==> config.mk <==
export PLATFORM = sky130hd
export DESIGN_NAME = nem_ohmux_sel_seq
export DESIGN_NICKNAME = d
export VERILOG_FILES = /design/src/rtl/nem_ohmux_sel_seq.sv
export SDC_FILE = /design/constraint.sdc
export NUM_CORES = 1
export LEC_CHECK = 0
export CAP_MARGIN = 30
export CORE_MARGIN = 2
export CORE_UTILIZATION = 47
export CTS_CLUSTER_DIAMETER = 150
export CTS_CLUSTER_SIZE = 16
export DETAILED_ROUTE_END_ITERATION = 6
export PLACE_DENSITY = 0.7
export SYNTH_ARGS = -nofsm -noshare
export SYNTH_HDL_FRONTEND = slang
export SYNTH_SLANG_ARGS = --single-unit
==> constraint.sdc <==
create_clock -name CP -period 1.8 [get_ports CP]
set_input_delay 0.36 -clock CP [delete_from_list [all_inputs] [get_ports CP]]
set_output_delay 0.36 -clock CP [all_outputs]
set_load 0.02 [all_outputs]
==> src/rtl/nem_ohmux_sel_seq.sv <==
// Break-before-make select sequencer for a 2-input NEM relay inverting mux.
// Optional relay make-event counter enabled by NEM_SEL_SWCNT_EN.
module nem_ohmux_sel_seq #(
    parameter int BREAK_CYC = 2,
    parameter int MAKE_CYC  = 3,
    parameter int SWCNT_W   = 16
) (
    input  logic       CP,
    input  logic       RN,
    input  logic       REQ_VALID,
    input  logic [1:0] REQ_CODE,
    output logic       REQ_READY,
    output logic       S0,
    output logic       S1,
    output logic       SEL_VALID,
    output logic       ERR
`ifdef NEM_SEL_SWCNT_EN
    ,
    output logic [SWCNT_W-1:0] SW_COUNT
`endif
);

    localparam int MAXC = (BREAK_CYC > MAKE_CYC) ? BREAK_CYC : MAKE_CYC;
    localparam int CW   = $clog2(MAXC + 1);
    localparam logic [CW-1:0] BREAK_INIT = CW'(BREAK_CYC - 1);
    localparam logic [CW-1:0] MAKE_INIT  = CW'(MAKE_CYC - 1);

    if (BREAK_CYC < 1 || MAKE_CYC < 1 || SWCNT_W < 1) begin : g_bad_param
        $error("nem_ohmux_sel_seq: BREAK_CYC, MAKE_CYC and SWCNT_W must be >= 1");
    end

    typedef enum logic [1:0] {
        ST_OFF,
        ST_BREAK,
        ST_MAKE,
        ST_HOLD
    } state_t;

    state_t        state_q, state_d;
    logic [CW-1:0] cnt_q, cnt_d;
    // Target selection: 00 open, 01 I0, 10 I1 (one-hot matches {S1,S0})
    logic [1:0]    tgt_q, tgt_d;
    logic          s0_d, s1_d, sv_d, err_d;
    logic          acc;
    logic [1:0]    op;

    assign REQ_READY = (state_q == ST_OFF) || (state_q == ST_HOLD);
    assign acc       = REQ_VALID & REQ_READY;
    assign op        = (REQ_CODE == 2'b11) ? 2'b00 : REQ_CODE;

    always_comb begin
        state_d = state_q;
        cnt_d   = cnt_q;
        tgt_d   = tgt_q;
        s0_d    = S0;
        s1_d    = S1;
        sv_d    = SEL_VALID;
        err_d   = 1'b0;
        unique case (state_q)
            ST_OFF: begin
                if (acc) begin
                    err_d = &REQ_CODE;
                    // Relays already open: close the target directly
                    if (op != 2'b00) begin
                        tgt_d   = op;
                        s0_d    = op[0];
                        s1_d    = op[1];
                        state_d = ST_MAKE;
                        cnt_d   = MAKE_INIT;
                    end
                end
            end
            ST_HOLD: begin
                if (acc) begin
                    err_d = &REQ_CODE;
                    if (op != tgt_q) begin
                        tgt_d   = op;
                        s0_d    = 1'b0;
                        s1_d    = 1'b0;
                        sv_d    = 1'b0;
                        state_d = ST_BREAK;
                        cnt_d   = BREAK_INIT;
                    end
                end
            end
            ST_BREAK: begin
                if (cnt_q == '0) begin
                    if (tgt_q == 2'b00) begin
                        state_d = ST_OFF;
                    end else begin
                        s0_d    = tgt_q[0];
                        s1_d    = tgt_q[1];
                        state_d = ST_MAKE;
                        cnt_d   = MAKE_INIT;
                    end
                end else begin
                    cnt_d = cnt_q - 1'b1;
                end
            end
            ST_MAKE: begin
                if (cnt_q == '0) begin
                    state_d = ST_HOLD;
                    sv_d    = 1'b1;
                end else begin
                    cnt_d = cnt_q - 1'b1;
                end
            end
            default: state_d = ST_OFF;
        endcase
    end

    always_ff @(posedge CP) begin
        if (!RN) begin
            state_q   <= ST_OFF;
            cnt_q     <= '0;
            tgt_q     <= 2'b00;
            S0        <= 1'b0;
            S1        <= 1'b0;
            SEL_VALID <= 1'b0;
            ERR       <= 1'b0;
        end else begin
            state_q   <= state_d;
            cnt_q     <= cnt_d;
            tgt_q     <= tgt_d;
            S0        <= s0_d;
            S1        <= s1_d;
            SEL_VALID <= sv_d;
            ERR       <= err_d;
        end
    end

`ifdef NEM_SEL_SWCNT_EN
    logic make_ev;

    // Wear tracking: one count per relay closing, saturating
    assign make_ev = (s0_d & ~S0) | (s1_d & ~S1);

    always_ff @(posedge CP) begin
        if (!RN) begin
            SW_COUNT <= '0;
        end else if (make_ev && !(&SW_COUNT)) begin
            SW_COUNT <= SW_COUNT + 1'b1;
        end
    end
`endif

endmodule

==> out/metrics.yaml <==
hold_viol_final: 0
min_period_ps: 1760
num_vias: 766
fmax_mhz: 568.3
layout.cells.non_filler: 126
switching_share_pct: 43.68
status: "completed"
finalSetupViolCount: 0
syn-instance-count: 83
timing.rr.start: "state_q[1]$_SDFFE_PN0P_"
yosys_warnings: 0
gp_congestion: 0.7942
r2r.worst_path.cells: 6
design.core.area_mm2: 0.001471
worstPathRequired_ps: 1960
die_width_um: 43.30
crit_fanout: 4
powerDensity_mw_per_mm2: 1591
slowest_delay_ps: 380
fillCellCount: 117
clock_latency_ps: 270
drt_iter0_drc: 20
num_rows: 14
p_seq_share_pct: 19.4
fin_skew_ps: 2.807
cp_cell_sequence: "dlygate4sd2_1 > ha_1 > nand2b_4 > a22o_4 > or3_4 > o221a_1"
period_share_pct: 97.76
ctsLongestPathBuffers: 2
wl_mm: 1.920
maxCapViolCount: 0
path_class: "input port to flop"
drv_slew: 0
peakVddDrop_v: 0.0009822
netlist_area_um2: 725.7
grt_max_degree: 9
maxSlewHeadroom_pct: 74.48
endpoint: "state_q[1]$_SDFFE_PN0P_"
rsz0062_at_grt: "true"
p_leak_nw: 0.4595
pre_cts_ws_ps: -472.3
final_common_cell: "buf_4"
critPathCaptureType: "flop"
antenna_cells: 0
tns_ps: 0
cp_data_arrival_time_ps: 1920
dieArea_mm2: 0.001874
crit_start: "REQ_CODE[1]"
r2r_slack_ps: 40
root_buffer: "clkbuf_4"
fin_nets: 126
dieHeight_um: 43.30
fin_util_pct: 73.47
dp_hpwl_mm: 1.300
h-tree-depth: 1
detail_route.first_pass.iterations: 4
startpoint_type: "input port"
worstReg2RegEnd: "state_q[1]$_SDFFE_PN0P_"
intPower_w: 0.0009688
seq_area_frac_synth_pct: 27.59
cts_tree: "yes"
grt_overflow_total: 0
hp-start: "cnt_q[0]$_SDFFE_PN0P_"
numPortBuffers: 9
grt_pass1_wl_mm: 3.077
vias_per_cell: 6.079
ys_types: 32
place_area_um2: 954.7
antenna_found_initial: 0
syn2layout_area_growth_pct: 48.97
holdBufCountCts: 0
ys_ff_latch: 10
final_cell_mix: "buf_4, dfxtp_1, inv_1, ha_1, clkdlybuf4s50_1"
avgSynthCellArea_um2: 8.743
timing.final.ws_setup_ps: 40.38
stdcell_area_mm2: 0.001081
clkPwrFrac_pct: 12.3
cts_inserted_buffers: 3
path_clk_slew_ps: 70
ioPinCount: 10
floorplan.initialDensity_pct: 49.32
p_comb_share_pct: 68.3
dpl.cell_count: 121
worstMarginPinSlew_ps: 373.1
switching_power_w: 0.0007512
grt_usage_pct: 21.70
cp_slowest_cell: "or3_4"
cts_sinks: 10
drive_gt1_share_pct: 37.27
routedWlPerCell_um: 15.24
hold_path.class: "flop to flop"
final_antenna_net_count: 0
syn-num-nets: 98
drc: 0
grt_pass1_vias: 757
[cells in the mapped netlist, drive strengths merged]
| library cell | n | area (µm²) |
|---|---|---|
| o311a | 1 | 10.01 |
| o311ai | 3 | 26.28 |
| inv | 9 | 33.78 |
| o31ai | 4 | 30.03 |
| a31oi | 1 | 6.260 |
| a221o | 1 | 10.01 |
| nand2 | 2 | 7.510 |
| a211oi | 1 | 7.510 |
| a22o | 1 | 8.760 |
| o21ai | 4 | 20.02 |
| o21a | 1 | 7.510 |
| nor3b | 3 | 22.52 |
| nor4 | 1 | 6.260 |
| clkbuf | 3 | 11.26 |
| ha | 10 | 125.1 |
| o221a | 1 | 11.26 |
| nor2b | 1 | 6.260 |
| mux2 | 1 | 11.26 |
| o41ai | 2 | 17.52 |
| a2111oi | 1 | 8.760 |
| or3 | 1 | 11.26 |
| a21oi | 4 | 20.02 |
| nand4 | 1 | 6.260 |
| nor2 | 3 | 11.26 |
| nand3 | 4 | 20.02 |
| a21o | 1 | 7.510 |
| and3 | 2 | 12.51 |
| a22oi | 1 | 7.510 |
| dfxtp | 10 | 200.2 |
| nand2b | 2 | 12.51 |
| buf | 1 | 11.26 |
| xnor2 | 2 | 17.52 |
[logic make-up (layout without fill, tap and decap cells)]
group,Yosys count,count (layout),share of synthesized area [%]
adders and majority gates,10,10,17.24
and+or+nand+nor,20,20,16.04
xor gates and xnor gates,2,2,2.414
DFF,10,10,27.59
buffers and inverters,13,40,7.758
AOI/OAI and AO/OA,27,27,27.42
muxes,1,1,1.552
[area by class of cell]
class / instances / area [µm²] / share of cell area (%)
Clock buffer: 4 / 36.28 / 3.356
Timing Repair Buffer: 27 / 225.2 / 20.83
Tap cell: 16 / 20.02 / 1.852
Inverter: 9 / 33.78 / 3.125
Multi-Input combinational cell: 60 / 563.0 / 52.08
Sequential cell: 10 / 202.7 / 18.75
[through the flow]
| step | total power, W | hold slack [ps] |
|---|---|---|
| 2_1_floorplan | 0.0009495 | 469.3 |
| 3_3_place_gp | 0.001304 | 468.4 |
| 3_5_place_dp | 0.001325 | 491.7 |
| 4_1_cts | 0.001590 | 490.2 |
| 5_1_grt | 0.001832 | 525.9 |
| 6_report | 0.001720 | 484.4 |
[power groups by stage]
stage	Combinational [W]	Sequential (W)	Clock, W
after floorplan	0.000591	0.000359	0
after global placement	0.000975	0.000329	0
after detailed placement	0.000993	0.000332	0
after CTS	0.00105	0.000329	0.000216
after global routing	0.00127	0.000343	0.000223
final	0.00117	0.000333	0.000212
[worst min path at each step]
stage,end,slack (ps),cells after the start
finish,cnt_q[0]$_SDFFE_PN0P_,480,2
detailed placement,SEL_VALID$_SDFFE_PN0P_,490,2
global placement,SEL_VALID$_SDFFE_PN0P_,470,2
CTS,cnt_q[0]$_SDFFE_PN0P_,490,2
floorplan,cnt_q[0]$_SDFFE_PN0P_,470,2
global route,S0$_SDFFE_PN0P_,530,2
[registers in the layout (all words and copies together) (netlist names)]
register   cells
S0             1
ERR            1
tgt_q          2
S1             1
cnt_q          2
SEL_VALID      1
state_q        2
[per-layer routing]
| layer | share of wire, % | vias to the layer above | routed length (µm) | GRT usage, % |
|---|---|---|---|---|
| li1 | - | 366 | - | - |
| met5 | 0 | - | 0 | 0 |
| met4 | 1.8 | 0 | 34 | 15.15 |
| met3 | 3.3 | 4 | 64 | 1.702 |
| met2 | 49 | 20 | 948 | 35.52 |
| met1 | 45 | 376 | 872 | 26.36 |
[repair_timing]
item | CTS | global route
setup buffers | 1 | 0
endpoints found under the setup margin | 9 | 6
endpoints found under the hold margin | 0 | 0
resized for setup | 9 | 12
pin swaps | 2 | 4
[critical path: cells and delay by family]
kind,cells,cell delay [ps]
simple gates,2,530
compound gates,2,490
fa+ha+maj,1,280
buf+inv,1,260
Power figures use the tool's default switching activity.
